[config.mk]
export PLATFORM = sky130hd
export DESIGN_NAME = gcd_engine
export DESIGN_NICKNAME = d
export VERILOG_FILES = /design/src/rtl/gcd_pkg.sv /design/src/rtl/gcd_step.sv /design/src/rtl/gcd_engine.sv
export SDC_FILE = /design/constraint.sdc
export NUM_CORES = 1
export LEC_CHECK = 0
export CAP_MARGIN = 10
export CORE_UTILIZATION = 54
export DETAILED_ROUTE_END_ITERATION = 12
export HOLD_SLACK_MARGIN = 0.12
export MAX_ROUTING_LAYER = met4
export PLACE_DENSITY = 0.8
export SYNTH_ARGS = -nofsm -noshare
export SYNTH_HDL_FRONTEND = slang
export SYNTH_HIERARCHICAL = 1
export SYNTH_SLANG_ARGS = --single-unit
[constraint.sdc]
create_clock -name clk_i -period 2.84 [get_ports clk_i]
set_input_delay 0.852 -clock clk_i [delete_from_list [all_inputs] [get_ports clk_i]]
set_output_delay 0.852 -clock clk_i [all_outputs]
set_load 0.03 [all_outputs]
[src/rtl/gcd_pkg.sv]
// rtl/gcd_pkg.sv - shared FSM state type for the GCD engine.
package gcd_pkg;

    typedef enum logic [1:0] {
        IDLE = 2'd0,
        CALC = 2'd1,
        DONE = 2'd2
    } gcd_state_t;

endpackage

[src/rtl/gcd_step.sv]
// rtl/gcd_step.sv - one combinational Euclid step: swap when a<b, otherwise subtract.
module gcd_step #(
    parameter int WIDTH = 8
) (
    input  logic [WIDTH-1:0] a,
    input  logic [WIDTH-1:0] b,
    output logic             b_zero,
    output logic [WIDTH-1:0] next_a,
    output logic [WIDTH-1:0] next_b
);

    logic             a_lt_b;
    logic [WIDTH-1:0] diff;

    assign b_zero = (b == '0);
    assign a_lt_b = (a < b);
    // Only taken when a >= b, so the subtraction never wraps.
    assign diff   = a - b;
    assign next_a = a_lt_b ? b : diff;
    assign next_b = a_lt_b ? a : b;

endmodule

[src/rtl/gcd_engine.sv]
// rtl/gcd_engine.sv - handshaked subtract/swap GCD engine with abort.
// Optional CALC cycle counter on cycles_o when GCD_CYCLE_CNT_EN is defined.
module gcd_engine
    import gcd_pkg::*;
#(
    parameter int WIDTH = 8,
    parameter int CNT_W = WIDTH + 2
) (
`ifdef GCD_CYCLE_CNT_EN
    output logic [CNT_W-1:0] cycles_o,
`endif
    input  logic             clk_i,
    input  logic             rst_i,
    input  logic             in_valid_i,
    output logic             in_ready_o,
    input  logic [WIDTH-1:0] op_a_i,
    input  logic [WIDTH-1:0] op_b_i,
    input  logic             abort_i,
    output logic             out_valid_o,
    input  logic             out_ready_i,
    output logic [WIDTH-1:0] result_o,
    output logic             err_o,
    output logic             busy_o
);

    if (WIDTH < 2 || WIDTH > 32 || CNT_W < 1) begin : g_param_check
        $error("gcd_engine: WIDTH must be 2..32 and CNT_W at least 1");
    end

    gcd_state_t       state;
    logic [WIDTH-1:0] a;
    logic [WIDTH-1:0] b;
    logic [WIDTH-1:0] next_a;
    logic [WIDTH-1:0] next_b;
    logic             b_zero;
    logic             accept;

    assign accept = in_valid_i && in_ready_o && !abort_i;

    gcd_step #(.WIDTH(WIDTH)) u_step (
        .a      (a),
        .b      (b),
        .b_zero (b_zero),
        .next_a (next_a),
        .next_b (next_b)
    );

    // in_ready_o resets low and rises on the first edge spent in IDLE.
    always_ff @(posedge clk_i or posedge rst_i) begin
        if (rst_i) begin
            state       <= IDLE;
            a           <= '0;
            b           <= '0;
            result_o    <= '0;
            err_o       <= 1'b0;
            out_valid_o <= 1'b0;
            busy_o      <= 1'b0;
            in_ready_o  <= 1'b0;
        end else begin
            case (state)
                IDLE: begin
                    in_ready_o <= 1'b1;
                    if (accept) begin
                        a          <= op_a_i;
                        b          <= op_b_i;
                        in_ready_o <= 1'b0;
                        busy_o     <= 1'b1;
                        state      <= CALC;
                    end
                end
                CALC: begin
                    if (abort_i) begin
                        busy_o     <= 1'b0;
                        in_ready_o <= 1'b1;
                        state      <= IDLE;
                    end else if (b_zero) begin
                        // a can only be zero here if both operands were zero.
                        result_o    <= a;
                        err_o       <= (a == '0);
                        out_valid_o <= 1'b1;
                        state       <= DONE;
                    end else begin
                        a <= next_a;
                        b <= next_b;
                    end
                end
                DONE: begin
                    if (abort_i || out_ready_i) begin
                        out_valid_o <= 1'b0;
                        busy_o      <= 1'b0;
                        in_ready_o  <= 1'b1;
                        state       <= IDLE;
                    end
                end
                default: begin
                    out_valid_o <= 1'b0;
                    busy_o      <= 1'b0;
                    in_ready_o  <= 1'b0;
                    state       <= IDLE;
                end
            endcase
        end
    end

`ifdef GCD_CYCLE_CNT_EN
    always_ff @(posedge clk_i or posedge rst_i) begin
        if (rst_i) begin
            cycles_o <= '0;
        end else if (state == IDLE && accept) begin
            cycles_o <= '0;
        end else if (state == CALC && cycles_o != '1) begin
            cycles_o <= cycles_o + CNT_W'(1);
        end
    end
`endif

endmodule
# After elaboration in Yosys (flattened, before gate mapping)
# Cells that the tools add are included.
# op_classes
eq_ne,10
div_mod_pow,0
mul,0
magnitude_cmp,1
n_addsub,1
reduce_logical,15
n_bitwise,2
shift,0
n_mux,26
# op_table
op,count
$mux 8,8
$pmux 8 s2,2
$logic_not 8->1,2
$ne 2x2->1 const B,6
$pmux 1 s3,3
$reduce_and 3->1,3
$lt 8x8->1,1
$mux 1,8
$mux 2,4
$reduce_and 4->1,2
$sub 8x8->8,1
$pmux 2 s3,1
$reduce_and 5->1,1
$ne 3x3->1 const B,1
$eq 2x1->1 const B,1
$eq 2x2->1 const B,1
$logic_and 1x1->1,2
$logic_not 2->1,1
$ne 2x1->1 const B,1
$not 1->1,2
$reduce_and 2->1,1
$reduce_bool 2->1,1
$logic_not 1->1,1
$logic_or 1x1->1,1
# word_totals
elab_cells,63
latchBits,0
reg_bits,30
mem_count,0
mem_bits_ro,0
ramBits,0

# Longest topological paths before layout
# Gate-level depths: netlist (run 1).
# logic_depth
depth_word,5
mapped_depth,11
ltp_nobuf,10

# Hierarchy
# The synthesis (run 1) kept the hierarchy.
# by_module_without_submodules
module,seq_area_each_um2,cells_per_inst,n_inst,area_per_inst_um2
gcd_engine,750.7,129,1,1525.2
gcd_step,0.0,85,1,561.8

# Least setup slack after synthesis (run 1)
# OpenSTA, ideal clock, no wires.
# synth_timing
path_type,reg-to-reg
startpoint,reg a[0]
endpoint,reg a[3]
path_stages_with_launch,11
path_buffers,1
synth_period_minus_slack_ps,2181
t_required_ps,2767
arrival_ps,2108
path_slack_ps,659
cell_sequence,dfrtp_1 > inv_1 > ha_1 > fa_1 > nand2b_1 > a211oi_2 > o22ai_2 > buf_6 > o31ai_2 > mux2i_1 > a21oi_2
# synth_between
elab_chain_len,5
elab_cells_between_ends,6
cone_classes,1 x add/sub; 1 x order compare; 4 x mux
# synth_lines
item,line_no,source
"start, declared",gcd_engine.sv:31,logic [WIDTH-1:0] a;
"start signal, assigned",gcd_engine.sv:64,a <= op_a_i;
"start signal, assigned",gcd_engine.sv:83,a <= next_a;
$sub 8x8->8 / $lt 8x8->1 (equally long branches),"gcd_step.sv:18, gcd_step.sv:16",
$mux 8 (*),gcd_step.sv:19,assign next_a = a_lt_b ? b : diff;
named net next_a[3],gcd_engine.sv:33,logic [WIDTH-1:0] next_a;
$mux 8 (*),gcd_engine.sv:76,end else if (b_zero) begin
$mux 8 (*),gcd_engine.sv:72,if (abort_i) begin
$pmux 8 s2 (*),gcd_engine.sv:60,case (state)
# Mark *: on every way through the listed nets, which the timed path passes. The rest lies on a longest branch. The select of a mux whose other input is x is not followed.
# A chain may end at the register's enable or synchronous reset.

# Final worst setup path (run 1)
# Same ends and word-level chain as after synthesis.

==> results of run 1 <==
[final cells by class]
cell class / count / area (um^2)
multi-input combinational: 162 / 1229
fill: 308 / 1142
sequential: 30 / 750.7
timing repair buffer: 36 / 362.8
clock buffer: 6 / 82.58
tap: 48 / 60.06
inverter: 13 / 48.80
clock inverter: 2 / 12.51
[per-layer routing]
metal | GRT usage | part of all wire
met4 | 0.05833 | 0.0097
met1 | 0.2854 | 0.49
met3 | 0.06964 | 0.043
met2 | 0.3497 | 0.46
met5 | - | 0
[flip-flops by register name, summed over array words and instances (netlist names)]
name and flops:
result_o 8, in_ready_o 1, state 2, b 8, a 8, err_o 1, busy_o 1, out_valid_o 1
[kinds of logic after synthesis]
kind of cell               after synthesis  share of synthesized area
AOI/OAI and AO/OA                       57                     0.2104
xor gates and xnor gates                 2                   0.008395
adders and majority gates               14                    0.08753
buffers and inverters                   22                    0.05516
DFF                                     30                     0.3597
muxes                                   27                     0.1361
and+or+nand+nor                         62                     0.1427
[per-stage QoR]
step | power (mW) | cell area (um^2) | hold WS [ns] | setup WS [ns] | util
after floorplan | 2.709 | 2087 | 0.5096 | 0.6590 | -
after global placement | 3.036 | 2444 | 0.4603 | 0.3155 | 0.6625
after detailed placement | 3.087 | 2444 | 0.4845 | 0.1856 | 0.6625
after CTS | 3.459 | 2539 | 0.5033 | 0.1652 | 0.6883
after global routing | 3.833 | 2546 | 0.5103 | 0.06295 | 0.6903
final | 3.477 | 2546 | 0.5018 | 0.2710 | 0.6903
[synthesized netlist by cell type, types with 2 or more instances]
library cell	number
nor3_1	3
ha_1	13
and2_1	2
nor2_1	22
a21oi_2	14
mux2i_1	16
nor4_1	2
a211oi_1	3
mux2_2	11
o21a_1	4
o31ai_2	4
a21oi_1	9
buf_2	5
nand2b_1	7
xor2_1	2
o21ai_0	15
o22a_1	2
buf_6	3
inv_1	13
nand2_1	19
dfrtp_1	30
nand3b_1	2
[power by group]
group | switching [mW] | internal [mW]
combinational | 1.33 | 1.03
clock | 0.161 | 0.194
sequential | 0.173 | 0.590
[how the worst min path moves through the flow]
stage / from / end / slack (ns) / cells past startpoint
after floorplan: b[7] / b[7] / 0.51 / 2
after global placement: err_o / err_o / 0.46 / 2
after detailed placement: busy_o / busy_o / 0.48 / 1
after CTS: busy_o / busy_o / 0.50 / 1
after global routing: result_o[5] / result_o[5] / 0.51 / 1
final: busy_o / busy_o / 0.50 / 1
==> flow_summary.ini, run 1 <==
[run_status]
status = finished, final reports clean

[timing]
fmax_ghz = 0.3893
fin_crit_sh = 0.9046
fin_skew_ns = 0.006362
slew_violations = 0
tightest_slew_ns = 0.5705
setup_viol = 0
slew-limit-headroom = 0.6197
min_period_ns = 2.569
setup_tns_ns = 0
hold_viol = 0
rsz0062_at_grt = no

[clock_network]
ctsHoldBuffers = 0
clockBufferDepth = 2
cts_buffers = 5
clkSlewWorstSetupHoldPaths_ns = 0.07
clock-root-buffer = clkbuf_8
cts_setup_buffers = 0
htreeDepth = 2
clock_latency_ns = 0.28
cts_tree = done
cts_resized = 0
clock_sinks = 30

[floorplan]
row_count = 22
fp.dieW_um = 64.17
io_pins = 33
dieArea_um2 = 4117
coreArea_um2 = 3689
die_h_um = 64.17
start_util = 0.5658

[routing]
drc = 0
ant_nets = 0
drt_wl_total_um = 3919
dr.pass1.iters = 4
drtIter0Drc = 84
vias = 1630
wl_per_cell_um = 13.20
drt-vias-per-instance = 5.488

[layout]
layout_common_cells = clkdlybuf4s50_1, dfrtp_1, nor2_1
layout.cells.most_common = clkdlybuf4s50_1
fin_cells = 297
nets = 283
diodes = 0
area_growth_pct = 22.00
layout-drive-gt1-share = 0.1847

[placed_design]
gp_congestion = 0.8141
dp.cells = 289
port_buffers = 32
hpwl_um = 2879

[setup_path]
crit_start = a[0]
rr_worst_depth = 10
required_ns = 3.05
worstSetupEndpointType = register
endpoint = a[3]
cp_max_fo = 20
crit_family = compound AO/OA/AOI/OAI gates
path_buf_inv = 2
timing.rr.end = a[3]
worstPathArrival_ns = 2.78
cp_slowest_cell = dfrtp_1
worstSetupStartpointType = register
cpPeakStageDelay_ns = 0.41
rr_startpoint = a[0]
worst-setup-path-type = reg -> reg
cp.depth = 10
reg2reg_slack_ns = 0.27
cp_cell_sequence = inv_1, ha_1, fa_1, nand2b_1, a211oi_2, o22ai_4, buf_4, o31ai_2, mux2i_1, a21oi_2

[yosys]
synth_top_area_frac = 0.3597
synth.avg_cell_area_um2 = 9.752
synth_top_area_cell = dfrtp_1
ys_types = 35
syn_nets = 249
syn_inst = 214
synth.top_cells.by_area = dfrtp_1, ha_1, mux2i_1, mux2_2, a21oi_2
synth_edf_count = 0
ys_ff_latch = 30
synthFlopType = dfrtp_1
syn_area_um2 = 2087
ys_warn_count = 6
yosysSeqAreaShare = 0.3597
async_reset_ff_frac = 1.000

[global_route]
grt_use_total = 0.2252
antenna_found_initial = 0
grt_max_degree = 33
grt_remaining_overflow = 0
grt_pass1_vias = 1509
grt_pass1_wl_um = 6810

[run]
drv_cap = 0

[pwr]
power_leakage_nw = 1.133
power.density_nw_per_um2 = 1366
peakVddDrop_v = 0.0008497

[min_path]
hp-class = reg -> reg
(Power assumes the default switching activity.)
==> inputs of run 2 (changes only) <==
Settings changed: CTS_CLUSTER_SIZE set to 8.
==> results of run 2 <==
Same layout as run 1: the final DEF is identical, and so are final timing and power.
